### config.mk
export PLATFORM = sky130hd
export DESIGN_NAME = pulse_width_meter
export DESIGN_NICKNAME = d
export VERILOG_FILES = /design/src/rtl/pulse_width_meter_pkg.sv /design/src/rtl/pwm_result_fifo.sv /design/src/rtl/pulse_width_meter.sv
export SDC_FILE = /design/constraint.sdc
export NUM_CORES = 1
export LEC_CHECK = 0
export CAP_MARGIN = 20
export CORE_UTILIZATION = 35
export DETAILED_ROUTE_END_ITERATION = 8
export SETUP_SLACK_MARGIN = 0.1
export SLEW_MARGIN = 20
export SYNTH_ARGS = -nofsm -noshare
export SYNTH_HDL_FRONTEND = slang
export SYNTH_HIERARCHICAL = 1
export SYNTH_SLANG_ARGS = --single-unit
### constraint.sdc
create_clock -name clk -period 2.2 [get_ports clk]
set_clock_uncertainty 0.2 [all_clocks]
set_input_delay 0.33 -clock clk [delete_from_list [all_inputs] [get_ports clk]]
set_output_delay 0.33 -clock clk [all_outputs]
set_load 0.01 [all_outputs]
### src/rtl/pulse_width_meter_pkg.sv
// rtl/pulse_width_meter_pkg.sv - shared state encoding and default sizing for the pulse width meter
package pulse_width_meter_pkg;

    typedef enum logic {
        ST_IDLE = 1'b0,
        ST_MEAS = 1'b1
    } pwm_state_t;

    localparam int CNT_W_DEFAULT = 16;
    localparam int DEPTH_DEFAULT = 4;

endpackage

### src/rtl/pwm_result_fifo.sv
// rtl/pwm_result_fifo.sv - result queue with stream-style write/read sides
module pwm_result_fifo #(
    parameter int W     = 17,
    parameter int DEPTH = 4
) (
    input  logic         clk,
    input  logic         rst,
    input  logic [W-1:0] wr_tdata,
    input  logic         wr_tvalid,
    output logic         wr_tready,
    output logic [W-1:0] rd_tdata,
    output logic         rd_tvalid,
    input  logic         rd_tready
);

    localparam int AW = $clog2(DEPTH);

    logic [W-1:0] mem_q [DEPTH];
    logic [W-1:0] mem_d [DEPTH];
    logic [AW:0]  wr_ptr_q, wr_ptr_d;
    logic [AW:0]  rd_ptr_q, rd_ptr_d;
    logic         empty, full, push, pop;

    // Extra pointer MSB tells a full queue apart from an empty one.
    always_comb begin
        empty     = (wr_ptr_q == rd_ptr_q);
        full      = (wr_ptr_q[AW] != rd_ptr_q[AW]) &&
                    (wr_ptr_q[AW-1:0] == rd_ptr_q[AW-1:0]);
        rd_tvalid = !empty;
        pop       = rd_tvalid && rd_tready;
        wr_tready = !full || pop;
        push      = wr_tvalid && wr_tready;
        rd_tdata  = empty ? '0 : mem_q[rd_ptr_q[AW-1:0]];

        mem_d    = mem_q;
        wr_ptr_d = wr_ptr_q;
        rd_ptr_d = rd_ptr_q;
        if (push) begin
            mem_d[wr_ptr_q[AW-1:0]] = wr_tdata;
            wr_ptr_d                = wr_ptr_q + (AW+1)'(1);
        end
        if (pop) begin
            rd_ptr_d = rd_ptr_q + (AW+1)'(1);
        end
    end

    always_ff @(posedge clk) begin
        if (rst) begin
            wr_ptr_q <= '0;
            rd_ptr_q <= '0;
            for (int i = 0; i < DEPTH; i++) begin
                mem_q[i] <= '0;
            end
        end else begin
            wr_ptr_q <= wr_ptr_d;
            rd_ptr_q <= rd_ptr_d;
            mem_q    <= mem_d;
        end
    end

endmodule

### src/rtl/pulse_width_meter.sv
// rtl/pulse_width_meter.sv - measures high-time between edge strobes and queues the results
module pulse_width_meter #(
    parameter int CNT_W = pulse_width_meter_pkg::CNT_W_DEFAULT,
    parameter int DEPTH = pulse_width_meter_pkg::DEPTH_DEFAULT
) (
    input  logic             clk,
    input  logic             rst,
    input  logic             rising_edge_pulse,
    input  logic             falling_edge_pulse,
    output logic [CNT_W-1:0] width_out,
    output logic             width_sat,
    output logic             width_valid,
    input  logic             width_ready,
    output logic             measuring,
    output logic [7:0]       drop_count,
    output logic             proto_err
);

    import pulse_width_meter_pkg::*;

    localparam logic [CNT_W-1:0] CNT_MAX = '1;

    pwm_state_t       state_q, state_d;
    logic [CNT_W-1:0] cnt_q, cnt_d;
    logic             sat_q, sat_d;
    logic [7:0]       drop_q, drop_d;
    logic             err_q, err_d;
    logic             cnt_at_max;
    logic             push_tvalid, push_tready;
    logic [CNT_W:0]   push_tdata;
    logic [CNT_W:0]   head_tdata;

    always_comb begin
        state_d     = state_q;
        cnt_d       = cnt_q;
        sat_d       = sat_q;
        err_d       = err_q;
        drop_d      = drop_q;
        push_tvalid = 1'b0;
        cnt_at_max  = (cnt_q == CNT_MAX);
        // The counter lags the true width by one, hence the +1 on push.
        push_tdata  = {sat_q | cnt_at_max, cnt_at_max ? CNT_MAX : cnt_q + CNT_W'(1)};

        if (rising_edge_pulse && falling_edge_pulse) begin
            err_d = 1'b1;
        end else begin
            case (state_q)
                ST_IDLE: begin
                    if (rising_edge_pulse) begin
                        state_d = ST_MEAS;
                        cnt_d   = '0;
                        sat_d   = 1'b0;
                    end
                end
                ST_MEAS: begin
                    if (rising_edge_pulse) begin
                        cnt_d = '0;
                        sat_d = 1'b0;
                        err_d = 1'b1;
                    end else if (falling_edge_pulse) begin
                        push_tvalid = 1'b1;
                        state_d     = ST_IDLE;
                        cnt_d       = '0;
                        sat_d       = 1'b0;
                    end else if (cnt_at_max) begin
                        sat_d = 1'b1;
                    end else begin
                        cnt_d = cnt_q + CNT_W'(1);
                    end
                end
                default: state_d = ST_IDLE;
            endcase
        end

        if (push_tvalid && !push_tready && (drop_q != 8'hFF)) begin
            drop_d = drop_q + 8'd1;
        end
    end

    always_ff @(posedge clk) begin
        if (rst) begin
            state_q <= ST_IDLE;
            cnt_q   <= '0;
            sat_q   <= 1'b0;
            drop_q  <= '0;
            err_q   <= 1'b0;
        end else begin
            state_q <= state_d;
            cnt_q   <= cnt_d;
            sat_q   <= sat_d;
            drop_q  <= drop_d;
            err_q   <= err_d;
        end
    end

    pwm_result_fifo #(
        .W     (CNT_W + 1),
        .DEPTH (DEPTH)
    ) u_result_fifo (
        .clk       (clk),
        .rst       (rst),
        .wr_tdata  (push_tdata),
        .wr_tvalid (push_tvalid),
        .wr_tready (push_tready),
        .rd_tdata  (head_tdata),
        .rd_tvalid (width_valid),
        .rd_tready (width_ready)
    );

    assign width_out  = head_tdata[CNT_W-1:0];
    assign width_sat  = head_tdata[CNT_W];
    assign measuring  = (state_q == ST_MEAS);
    assign drop_count = drop_q;
    assign proto_err  = err_q;

endmodule

# After elaboration in Yosys (flattened, before gate mapping)
# Cells that the tools add are included.
# word_totals
regBits	101
inputBits	5
out_inout_bits	28
wordCells	76
# classes
n_addsub	4
n_lt_le_gt_ge	3
eq_ne	8
mux	29
n_bitwise	5
n_reduce_logical	16
# ops
operator	n
two-way mux 16 bit	5
bitwise mux 68 bit	1
two-way mux 17 bit	4
binary-select mux 17 bit (select 2 bit)	1
demux 17 bit (select 2 bit)	1
case mux 16 bit (2 select lines)	1
adder 16 x 1 -> 16 bit (second input constant)	1
equality test 16 bit (second input constant)	1
two-way mux 1 bit	14
adder 8 x 1 -> 8 bit (second input constant)	1
!= test 8 bit (second input constant)	1
logical AND 1 bit	7
adder 3 x 1 -> 3 bit (second input constant)	2
>= comparator 3 bit (second input constant)	2
NOT 2 -> 3 bit	2
AND reduction 3 bit	2
!= test 4 x 3 -> 1 bit (second input constant)	1
!= test 4 bit (second input constant)	1
case mux 1 bit (2 select lines)	2
nonzero test 2 bit	2
equality test 3 bit	1
logical NOT 1 bit	3
< comparator 3 x 1 -> 1 bit (second input constant)	1
equality test 2 bit	1
6 further kinds	7

# Logic depth before layout (Yosys ltp)
# depth
ltp_word	7
mapped_depth	9
ltp_nobuf	8

# By module
# The synthesis kept the hierarchy.
# by_module_without_submodules
module	n_inst	cells_each	area_each_um2	seq_area_each_um2
pwm_result_fifo	1	332	3489.6	1481.4
pulse_width_meter	1	202	1554.0	540.5

# Least setup slack after synthesis
# No wires, ideal clock.
# synth_timing
path_type	reg2reg
from	register cnt_q[0]
to	register u_result_fifo/mem_q[11] in the netlist's numbering
setup_ns	0.072
arrival_ns	1.919
required_time_ns	1.928
path_slack_ns	0.010
stages_incl_launch_ff	10
n_path_buf	2
period_less_slack_ns	2.190
cell_sequence	dfxtp_1 > ha_1 > nand3_1 > nor3_2 > nand2_1 > buf_2 > buf_1 > nand2_1 > nand2_1 > mux2i_1
# synth_between
elab_chain_cells	3
word_cells_on_any_way	4
classes_between	add/sub (1); eq/ne (1); mux (2)
# synth_lines
element	line_no	source
from (decl)	pulse_width_meter.sv:24	logic [CNT_W-1:0] cnt_q, cnt_d;
from (signal assigned)	pulse_width_meter.sv:89	cnt_q <= cnt_d;
adder 16 x 1 -> 16 bit or equality test 16 bit (tied branches)	pulse_width_meter.sv:42, pulse_width_meter.sv:40	
two-way mux 16 bit (*)	pulse_width_meter.sv:42	push_tdata = {sat_q | cnt_at_max, cnt_at_max ? CNT_MAX : cnt_q + CNT_W'(1)};
via push_tdata[11]	pulse_width_meter.sv:30	logic [CNT_W:0] push_tdata;
bitwise mux 68 bit (*)	pwm_result_fifo.sv:39	mem_d[wr_ptr_q[AW-1:0]] = wr_tdata;
to (signal assigned)	pwm_result_fifo.sv:57	mem_q <= mem_d;
to (decl)	pwm_result_fifo.sv:18	logic [W-1:0] mem_q [DEPTH];
# The timed path passes the listed nets; every way through them passes the cells marked *.
# A chain may end at the register's enable or synchronous reset.

# Worst setup path in the final report
# layout_timing
from	register u_result_fifo.rd_ptr_q[1]
to	output port width_out[4]
# layout_between
elab_chain_cells	5
word_cells_on_any_way	6
classes_between	eq/ne (1); mux (4); bitwise (1)
# layout_lines
element	line_no	source
from (decl)	pwm_result_fifo.sv:21	logic [AW:0] rd_ptr_q, rd_ptr_d;
from (signal assigned)	pwm_result_fifo.sv:56	rd_ptr_q <= rd_ptr_d;
NOT 2 -> 3 bit (implied by the code)	pwm_result_fifo.sv:33	rd_tdata = empty ? '0 : mem_q[rd_ptr_q[AW-1:0]];
binary-select mux 17 bit (select 2 bit)	pwm_result_fifo.sv:33	
two-way mux 17 bit (implied by the code) (2 in a row)	pwm_result_fifo.sv:33	
two-way mux 17 bit (*)	pwm_result_fifo.sv:33	
to (decl)	pulse_width_meter.sv:10	output logic [CNT_W-1:0] width_out,
# Mark *: on every way between the ends. The rest lies on a longest branch, timed or not. The select of a mux whose other input is x is not followed.

==> flow_summary.yaml <==
status:
  status: "finished with violations"
  failed_checks: "setup timing"
clock_tree:
  cts_tree: "built"
  cts_root_buf: "clkbuf_16"
  clk_pin_slew_worst_paths_ps: 70
  clock_latency_ps: 360
  clkSinkCount: 101
  h-tree-depth: 3
  cts.hold.buffers_added: 0
  clk_path_buf_depth: 2
  cts_buffers: 9
worst_setup_path:
  worstSetupPathType: "reg2out"
  cp.required_ps: 1670
  crit_path_start_kind: "flop"
  worstPathCellList: "buf_12, buf_16, mux4_2, nor2b_1, buf_2"
  cpPeakStageDelay_ps: 500
  worstPathMaxFanout: 8
  crit_slowest_cell: "mux4_2"
  arrival_ps: 1780
  endpoint_kind: "primary output"
timing:
  drv_slew: 0
  rsz0062_at_grt: "yes"
  hold_viol_final: 0
  worst_pin_slew_ps: 423
  finalCritPeriodShare: 1.05
  fmax_mhz: 433
  max-slew-margin-rel: 0.717
  fin_ws_ps: -111
  finalSetupViolCount: 19
  period_needed_ps: 2310
global_route:
  grt_usage: 0.179
  grt_pass1_vias: 4118
  grt_pass1_wl_um: 20500
  grt_max_degree: 39
  grt_overflow: 0
  antenna_found_initial: 0
synth:
  ys_ff_latch: 101
  synthCells: 534
  yosysWarnings: 6
  async_reset_ff_frac: 0
  syn_nets: 546
  ys_types: 51
  synth_edf_count: 0
  syn-cell-area_um2: 5040
  seq_area_frac_synth: 0.401
  avgSynthCellArea_um2: 9.44
  ys.flop_type: "dfxtp_1"
final_layout:
  drive_gt1_frac: 0.251
  num-nets-final: 629
  fillCellCount: 1309
  diodes: 0
  regArea_um2: 2030
  final_cell_area_um2: 6670
  multi_input_area_um2: 2950
  final_cells: 802
  syn_to_final_growth_pct: 32.2
floorplanning:
  dieArea_um2: 14900
  die_x_um: 122
  die_h_um: 122
  start_util: 0.361
  core_area_um2: 14000
  rows: 43
  io_pins: 33
place:
  gp_congestion: 0.864
  dpl.hpwl_um: 7860
  port_buffers: 32
  place_area_um2: 5920
  place_inst: 765
detailed_routing:
  drtAntennaViolNets: 0
  drc_errors: 0
  wirelength_um: 12500
  drt-pass1-iter-count: 4
  num_vias: 4136
  wl_per_cell_um: 15.5
  drt-initial-drc-count: 327
  detail_route.vias_per_cell: 5.16
power_and_ir_drop:
  power.leakage_nw: 2.92
  max-vdd-ir-drop_mv: 0.409
  power_density_nw_per_um2: 657
hold_path:
  hp-class: "reg2reg"
flow_run:
  cap_violations: 0
## flip-flops by register name, summed over array words and instances, names as in the netlist
register / count
cnt_q: 16
drop_count: 8
measuring: 1
proto_err: 1
sat_q: 1
u_result_fifo/mem_q: 68
u_result_fifo/rd_ptr_q: 3
u_result_fifo/wr_ptr_q: 3
## per-stage QoR
step / hold WS (ps) / worst slack (ps) / setup TNS [ps] / power (mW) / utilization
4_1_cts: 249 / -121 / -1920 / 4.37 / 0.467
3_3_place_gp: 233 / -136 / -1580 / 2.29 / 0.424
3_5_place_dp: 238 / -209 / -3010 / 2.29 / 0.424
5_1_grt: 274 / -175 / -3460 / 4.55 / 0.477
6_report: 247 / -111 / -1560 / 4.38 / 0.477
2_1_floorplan: 235 / 107 / 0 / 2.09 / -
## layout by cell type, fill, tap and decap left out, types with 3 or more instances in the layout
cell,Yosys,routed
a21oi_1,13,12
mux2_1,3,3
a41o_1,5,5
dfxtp_2,0,4
nand4_1,6,6
nand3_1,13,12
nor2b_1,19,14
o21ai_0,8,6
buf_2,7,13
nor2b_4,0,4
nor3_1,5,3
nor3b_1,4,4
clkbuf_16,0,9
o21a_1,3,3
buf_8,3,3
buf_4,5,46
o311ai_0,3,3
mux4_2,17,17
a31oi_1,4,4
ha_1,7,6
buf_12,0,12
or3_1,3,3
dfxtp_1,101,96
nand2_1,125,125
xnor2_1,12,10
bufinv_16,0,3
nor2_1,22,22
and3_1,4,4
buf_6,2,14
buf_16,0,3
nor3_2,2,3
clkdlybuf4s50_1,0,14
a31o_2,3,3
o31ai_1,5,5
xor2_1,10,8
inv_1,8,8
mux2i_1,70,70
## power by group
group | switching [mW] | internal, mW | total (mW)
sequential | 0.0117 | 1.84 | 1.85
combinational | 0.307 | 0.356 | 0.664
clock | 0.737 | 1.13 | 1.86
total | 1.06 | 3.32 | 4.38
## routing by layer
metal  GRT usage  wire length [um]  up-vias
met1       0.223              5620     2011
met2       0.302              6200       73
met5           0                 0        -
met3      0.0375               452       12
met4      0.0640               185        0
li1            -                 -     2040
## cell type report
type | count | share of cell area
Multi-Input combinational cell | 390 | 0.442
Sequential cell | 101 | 0.305
Inverter | 10 | 0.00563
Clock inverter | 6 | 0.0178
Clock buffer | 10 | 0.0343
Timing Repair Buffer | 105 | 0.161
Tap cell | 180 | 0.0338
## Yosys cell counts, drive strengths merged, types with 9 or more instances
library cell | instances | share of area
nor2 | 22 | 0.016
dfxtp | 101 | 0.40
nor2b | 19 | 0.024
nand3 | 14 | 0.016
mux4 | 17 | 0.076
a21oi | 13 | 0.013
clkbuf | 15 | 0.011
buf | 18 | 0.029
nand2 | 125 | 0.093
xnor2 | 12 | 0.021
mux2i | 70 | 0.14
o21ai | 9 | 0.0089
inv | 10 | 0.0074
xor2 | 11 | 0.021
## worst max-delay path: cells and delay by family (launching register included)
family | cells | cell delay (ps)
and+or+nand+nor | 1 | 140
DFF | 1 | 410
muxes | 1 | 500
buffers and inverters | 3 | 380
## path summary, 6_finish.rpt
check | start | to | slack (ps) | cells after the start
setup reg to reg | u_result_fifo/rd_ptr_q[1] | drop_count[6] | 0 | 9
setup / recovery | u_result_fifo/rd_ptr_q[1] | width_out[4] | -110 | 5
hold / removal | proto_err | proto_err | 250 | 2
hold reg to reg | proto_err | proto_err | 250 | 2
## cell families after synthesis
kind of cell,Yosys count,share of synthesized area
DFF,101,0.401
muxes,90,0.222
AOI/OAI and AO/OA,53,0.0729
buffers and inverters,43,0.0471
and+or+nand+nor,217,0.199
xor gates and xnor gates,23,0.0414
adders and majority gates,7,0.0174
## repair_timing
item / in CTS / in global routing
pin swaps: 8 / 1
gates cloned: 3 / 0
gates resized for setup: 102 / 26
setup buffers: 16 / 2
setup endpoints to repair: 24 / 84
(Power assumes the default switching activity.)
